==> src/rtl/alu_pkg.sv <==
// Shared constants for the arbitrated ALU sequencer: default widths,
// opcode values understood by the external ALU, and the FSM encoding.
package alu_pkg;

  localparam int ALU_WIDTH = 6;
  localparam int ALU_OPW   = 3;

  // Opcodes are only meaningful to the external ALU; the sequencer forwards
  // them untouched.
  localparam logic [2:0] OP_ADD = 3'b000;
  localparam logic [2:0] OP_SUB = 3'b001;
  localparam logic [2:0] OP_AND = 3'b010;
  localparam logic [2:0] OP_OR  = 3'b011;
  localparam logic [2:0] OP_XOR = 3'b100;
  localparam logic [2:0] OP_LT  = 3'b101;
  localparam logic [2:0] OP_SHL = 3'b110;
  localparam logic [2:0] OP_SHR = 3'b111;

  typedef enum logic [1:0] {
    ST_IDLE = 2'b00,
    ST_EXEC = 2'b01,
    ST_RESP = 2'b10
  } seq_state_e;

endpackage : alu_pkg

==> src/rtl/rr_arb2.sv <==
// Two-way round-robin grant. last_grant names the requester served most
// recently; on a tie the other one wins. Output is one-hot or zero.
module rr_arb2 (
  input  logic [1:0] req,
  input  logic       last_grant,
  output logic [1:0] grant
);

  // Single requester wins outright; a tie goes to the one not served last.
  always_comb begin
    grant    = 2'b00;
    grant[0] = req[0] & (~req[1] | last_grant);
    grant[1] = req[1] & (~req[0] | ~last_grant);
  end

endmodule : rr_arb2

==> src/rtl/alu_arb_seq.sv <==
// Two requesters share one combinational ALU. A granted request is latched,
// presented to the ALU for one cycle, and the result is held until the
// consumer takes it.
//
//   state   | meaning
//   --------+-----------------------------------------------------------
//   ST_IDLE | arbitrate; accept at most one request per cycle
//   ST_EXEC | latched operands drive the ALU; capture alu_y
//   ST_RESP | rsp_valid high, result/id held until rsp_ready
module alu_arb_seq
  import alu_pkg::*;
#(
  parameter int WIDTH = ALU_WIDTH,
  parameter int OPW   = ALU_OPW
) (
  input  logic             clk,
  input  logic             rst_n,

  input  logic             req0_valid,
  output logic             req0_ready,
  input  logic [WIDTH-1:0] req0_a,
  input  logic [WIDTH-1:0] req0_b,
  input  logic [OPW-1:0]   req0_op,

  input  logic             req1_valid,
  output logic             req1_ready,
  input  logic [WIDTH-1:0] req1_a,
  input  logic [WIDTH-1:0] req1_b,
  input  logic [OPW-1:0]   req1_op,

  output logic [WIDTH-1:0] alu_a,
  output logic [WIDTH-1:0] alu_b,
  output logic [OPW-1:0]   alu_op,
  input  logic [WIDTH-1:0] alu_y,

  output logic             rsp_valid,
  input  logic             rsp_ready,
  output logic             rsp_id,
  output logic [WIDTH-1:0] rsp_y
);

  seq_state_e       state_q;
  logic [WIDTH-1:0] a_q, b_q;
  logic [OPW-1:0]   op_q;
  logic             id_q;
  logic             last_grant_q;
  logic [WIDTH-1:0] rsp_y_q;
  logic             rsp_valid_q;

  logic [1:0]       grant;
  logic             accept;
  logic [WIDTH-1:0] a_d, b_d;
  logic [OPW-1:0]   op_d;

  rr_arb2 u_rr_arb2 (
    .req        ({req1_valid, req0_valid}),
    .last_grant (last_grant_q),
    .grant      (grant)
  );

  // Handshake only exists in IDLE; grant is already qualified by valid.
  always_comb begin
    accept     = (state_q == ST_IDLE) && (grant != 2'b00);
    req0_ready = (state_q == ST_IDLE) && grant[0];
    req1_ready = (state_q == ST_IDLE) && grant[1];
  end

  // Select the winning requester's operands for latching.
  always_comb begin
    a_d  = grant[1] ? req1_a  : req0_a;
    b_d  = grant[1] ? req1_b  : req0_b;
    op_d = grant[1] ? req1_op : req0_op;
  end

  // Sequencer FSM with its datapath registers and registered response.
  always_ff @(posedge clk or negedge rst_n) begin
    if (!rst_n) begin
      state_q      <= ST_IDLE;
      a_q          <= '0;
      b_q          <= '0;
      op_q         <= '0;
      id_q         <= 1'b0;
      last_grant_q <= 1'b1;
      rsp_y_q      <= '0;
      rsp_valid_q  <= 1'b0;
    end else begin
      case (state_q)
        ST_IDLE: begin
          if (accept) begin
            a_q          <= a_d;
            b_q          <= b_d;
            op_q         <= op_d;
            id_q         <= grant[1];
            last_grant_q <= grant[1];
            state_q      <= ST_EXEC;
          end
        end
        ST_EXEC: begin
          rsp_y_q     <= alu_y;
          rsp_valid_q <= 1'b1;
          state_q     <= ST_RESP;
        end
        ST_RESP: begin
          // Returning to IDLE here means the freed cycle cannot also accept.
          if (rsp_ready) begin
            rsp_valid_q <= 1'b0;
            state_q     <= ST_IDLE;
          end
        end
        default: begin
          rsp_valid_q <= 1'b0;
          state_q     <= ST_IDLE;
        end
      endcase
    end
  end

  // ALU sees only latched values so requesters may change freely in flight.
  always_comb begin
    alu_a     = a_q;
    alu_b     = b_q;
    alu_op    = op_q;
    rsp_valid = rsp_valid_q;
    rsp_id    = id_q;
    rsp_y     = rsp_y_q;
  end

endmodule : alu_arb_seq

==> config.mk <==
export PLATFORM = sky130hd
export DESIGN_NAME = alu_arb_seq
export DESIGN_NICKNAME = d
export VERILOG_FILES = /design/src/rtl/alu_pkg.sv /design/src/rtl/rr_arb2.sv /design/src/rtl/alu_arb_seq.sv
export SDC_FILE = /design/constraint.sdc
export NUM_CORES = 1
export LEC_CHECK = 0
export CORE_MARGIN = 2
export CORE_UTILIZATION = 41
export DETAILED_ROUTE_END_ITERATION = 8
export GPL_TIMING_DRIVEN = 0
export PLACE_DENSITY = 0.86
export SETUP_SLACK_MARGIN = 0.02
export SYNTH_ARGS = -nofsm -noshare
export SYNTH_HDL_FRONTEND = slang
export SYNTH_SLANG_ARGS = --single-unit
==> constraint.sdc <==
create_clock -name clk -period 2.6 [get_ports clk]
set_input_delay 0.52 -clock clk [delete_from_list [all_inputs] [get_ports clk]]
set_output_delay 0.52 -clock clk [all_outputs]
set_load 0.01 [all_outputs]
; Word-level counts from Yosys, hierarchy flattened
; Cells that the tools add are included.
[totals]
in_bits = 41
register_bits = 26
word_cells = 36
out_inout_bits = 25
[classes]
n_reduce_logical = 8
bitwise = 8
muxes = 8
n_eq_ne = 4
[op_table]
columns = cell, n
row1 = 6-bit 2-to-1 mux, 2
row2 = 2-bit one-hot mux with 3 select lines, 1
row3 = 2-bit AND reduction, 3
row4 = 2-bit 2-to-1 mux, 2
row5 = 2-bit != test (second input constant), 2
row6 = 1-bit NOT, 4
row7 = 1-bit logical AND, 3
row8 = 3-bit 2-to-1 mux, 1
row9 = 1-bit one-hot mux with 3 select lines, 1
row10 = 1-bit bitwise AND, 2
row11 = 2-bit by 1-bit equality test with 1-bit output (second input constant), 1
row12 = 2-bit equality test (second input constant), 1
row13 = 2-bit zero test, 1
row14 = 1-bit bitwise OR, 2
row15 = 2-bit nonzero test, 1
row16 = 1-bit 2-to-1 mux, 1

; Depth between registers and ports, before layout
[depth]
depth_word = 7
mapped_depth = 5
depth_no_buf = 3

; Cells and area by module
; A second synthesis with hierarchy kept.
[hier_totals]
cells_unflattened = 82
hier_area_um2 = 1232.4
[modules_own_cells]
columns = mod, instances, cells_each, area_each_um2, seq_area_each_um2
row1 = alu_arb_seq, 1, 79, 1213.7, 651.9
row2 = rr_arb2, 1, 3, 18.8, 0.0

; Worst setup path before layout
; Ideal clock, no wire load.
[synth_path]
path_type = input-to-output
startpoint = input port req1_valid
endpoint = output port req1_ready
arrival_time_ns = 1.296
path_slack_ns = 0.784
cell_stages = 4
path_cell_list = a21bo_1 -> buf_6 -> buf_6 -> nor3_1
[synth_via]
elab_chain_cells = 2
[synth_rtl]
columns = element, line
row1 = "start, declared", alu_arb_seq.sv:25  ; input logic req1_valid,
row2 = 1-bit bitwise AND, rr_arb2.sv:13  ; grant[1] = req[1] & (~req[0] | ~last_grant);
row3 = 1-bit logical AND, alu_arb_seq.sv:65  ; req1_ready = (state_q == ST_IDLE) && grant[1];
row4 = "end, declared", alu_arb_seq.sv:26  ; output logic req1_ready,
; Every way passes these cells.

; Worst setup path after layout
; Same ends and word-level chain as after synthesis.

==> impl_metrics.json <==
{
  "port_buffers": 65,
  "yosysWarnings": 0,
  "cts_tree": "done",
  "slew_headroom_pct": 24.87,
  "final_util_pct": 69.64,
  "drive_gt1_share_pct": 30.46,
  "place_congestion": 0.6419,
  "rsz0062_at_grt": "no",
  "die_w_um": 58.35,
  "hold_viol": 0,
  "ios": 66,
  "synth_area_leaders": "dfrtp_1, mux2_2, mux2_4",
  "drc": 0,
  "num_vias": 912,
  "yosysSeqAreaShare_pct": 53.82,
  "drt_wl_total_um": 2664,
  "start_util_pct": 43.54,
  "synth_top_area_share_pct": 51.65,
  "area_growth_pct": 59.92,
  "final_cell_mix": "clkdlybuf4s50_1, mux2_2, dfrtp_1",
  "worst_pin_slew_ps": 1123,
  "yosysTopAreaCell": "dfrtp_1",
  "antenna_cells": 0,
  "power_leakage_nw": 0.8379,
  "critPathKind": "input pin to output port",
  "cp-start-kind": "input pin",
  "cp_max_fo": 10,
  "path_clk_slew_ps": 140,
  "syn_avg_cell_area_um2": 14.77,
  "tns_ps": 0,
  "dpl_cell_area_mm2": 0.001901,
  "met1_length_um": 982,
  "required_ps": 2080,
  "grt_first_pass_wirelength_um": 4512,
  "peakVddDrop_uv": 868.3,
  "fin_crit_sh_pct": 93.74,
  "antenna_found_initial": 0,
  "fin_area_mm2": 0.001937,
  "rrSetupSlack_ps": 890,
  "hp-start": "rsp_valid$_DFFE_PN0P_",
  "clk_latency_ps": 320,
  "grt_usage_pct": 17.91,
  "fin_skew_ps": 2.471,
  "place_ws_ps": -335.0,
  "period_needed_ps": 2437,
  "wl_met2_um": 1456,
  "reg2reg_from": "state_q[0]$_DFFE_PN0P_",
  "reg2reg_to": "alu_b[1]$_DFFE_PN0P_",
  "cp-end-kind": "output port",
  "grt-ovfl-total": 0,
  "setup_viol": 0,
  "final_common_cell": "clkdlybuf4s50_1",
  "top_layer_used": "met4",
  "cts.sinks": 26,
  "grt_pass1_vias": 1035,
  "grt_max_degree": 27,
  "first_pass_iters": 4,
  "fin_hold_ws_ps": 491.9,
  "final_nets": 193,
  "cp.arrival_ps": 1920,
  "dp_hpwl_um": 2194,
  "hold_path_class": "flop to flop",
  "cp-startpoint": "req1_valid",
  "postSynthCellCount": 82,
  "post_cts_buffers": 0,
  "cts_buffers": 3,
  "via_per_inst": 5.011,
  "cap_violations": 0,
  "r2r_cells": 4,
  "clock_path_buffers": 2,
  "root_buffer": "clkbuf_4",
  "powerDensity_mw_per_mm2": 1024,
  "status": "complete, no violations",
  "num_rows": 19,
  "routedWlPerCell_um": 14.64,
  "setup_slack_ps": 162.8,
  "fmax_ghz": 0.4103,
  "ant_nets": 0,
  "cp-endpoint": "req1_ready",
  "yosys.cell_types.count": 19,
  "die_h_um": 58.35,
  "synth-seq-cells": 26,
  "wl_met3_um": 195,
  "core_mm2": 0.002781,
  "cts_max_level": 1,
  "first_iter_violations": 6,
  "synthesis.nets": 123,
  "die-area_mm2": 0.003405,
  "maxSlewViolCount": 0,
  "synth_area_mm2": 0.001211
}
-- registers in the layout, indices dropped and copies added, names as in the netlist --
signal,cells
alu_a,6
state_q,2
rsp_y,6
last_grant_q,1
rsp_valid,1
alu_op,3
alu_b,6
rsp_id,1
-- worst min-delay path by stage --
stage	to	slack [ps]	depth (start not counted)
after global placement	rsp_id$_DFFE_PN0P_	460	1
after floorplan	alu_a[0]$_DFFE_PN0P_	220	0
final	rsp_valid$_DFFE_PN0P_	490	1
after CTS	rsp_id$_DFFE_PN0P_	500	1
after detailed placement	rsp_id$_DFFE_PN0P_	470	1
after global routing	rsp_id$_DFFE_PN0P_	520	1
-- cells by family after synthesis --
family                 count (synthesis)  synth area share (%)
AND/OR/NAND/NOR                        5                 1.859
multiplexers                          36                 36.26
flip-flops                            26                 53.82
AO/OA/AOI/OAI                          9                 4.855
buffers and inverters                  6                 3.202
-- routing by layer --
layer  GRT usage [%]  vias up
met5               0        -
met4           8.638        0
met3           4.615        4
met1           19.68      442
li1                -      430
met2           31.94       36
-- synthesized netlist by cell type --
cell and number:
a21oi_1 2, buf_6 2, dfstp_2 1, a21bo_1 1
nor2b_1 1, o21ai_1 1, nor3_1 1, mux2_2 27
o21ai_0 1, a21o_1 2, dfrtp_1 25, buf_2 1
a31oi_1 1, nand2_1 1, inv_1 2, nor2_1 2
o21a_1 1, mux2_4 9, clkbuf_1 1
-- critical path, cell delays in order --
cell             delay [ps]
clkdlybuf4s50_1         530
a21bo_1                 240
buf_6                   140
buf_6                   150
nor3_2                  170
clkbuf_2                170
-- through the flow --
stage	power (W)	instances
final	0.001984	182
after global routing	0.002113	182
after CTS	0.002011	182
after detailed placement	0.001803	178
after global placement	0.001763	178
after floorplan	0.001254	82
-- timing repair --
item / 4_1_cts / 5_1_grt
hold buffers: 0 / 0
endpoints found under the setup margin: 1 / 1
pin swaps: 0 / 0
gates resized for setup: 2 / 2
-- power breakdown --
| part | total (W) | internal [W] | switching [W] |
|---|---|---|---|
| registers | 0.000740 | 0.000618 | 0.000122 |
| logic | 0.00104 | 0.000666 | 0.000373 |
| clock network | 0.000204 | 0.0000857 | 0.000119 |
-- cell type report --
class / count / area, um^2
Tap cell: 31 / 38.79
Fill cell: 213 / 844.6
Inverter: 2 / 7.507
Sequential cell: 26 / 651.9
Clock buffer: 4 / 36.28
Multi-Input combinational cell: 50 / 525.5
Timing Repair Buffer: 65 / 645.6
Buffer: 4 / 31.28
(Power assumes the default switching activity.)
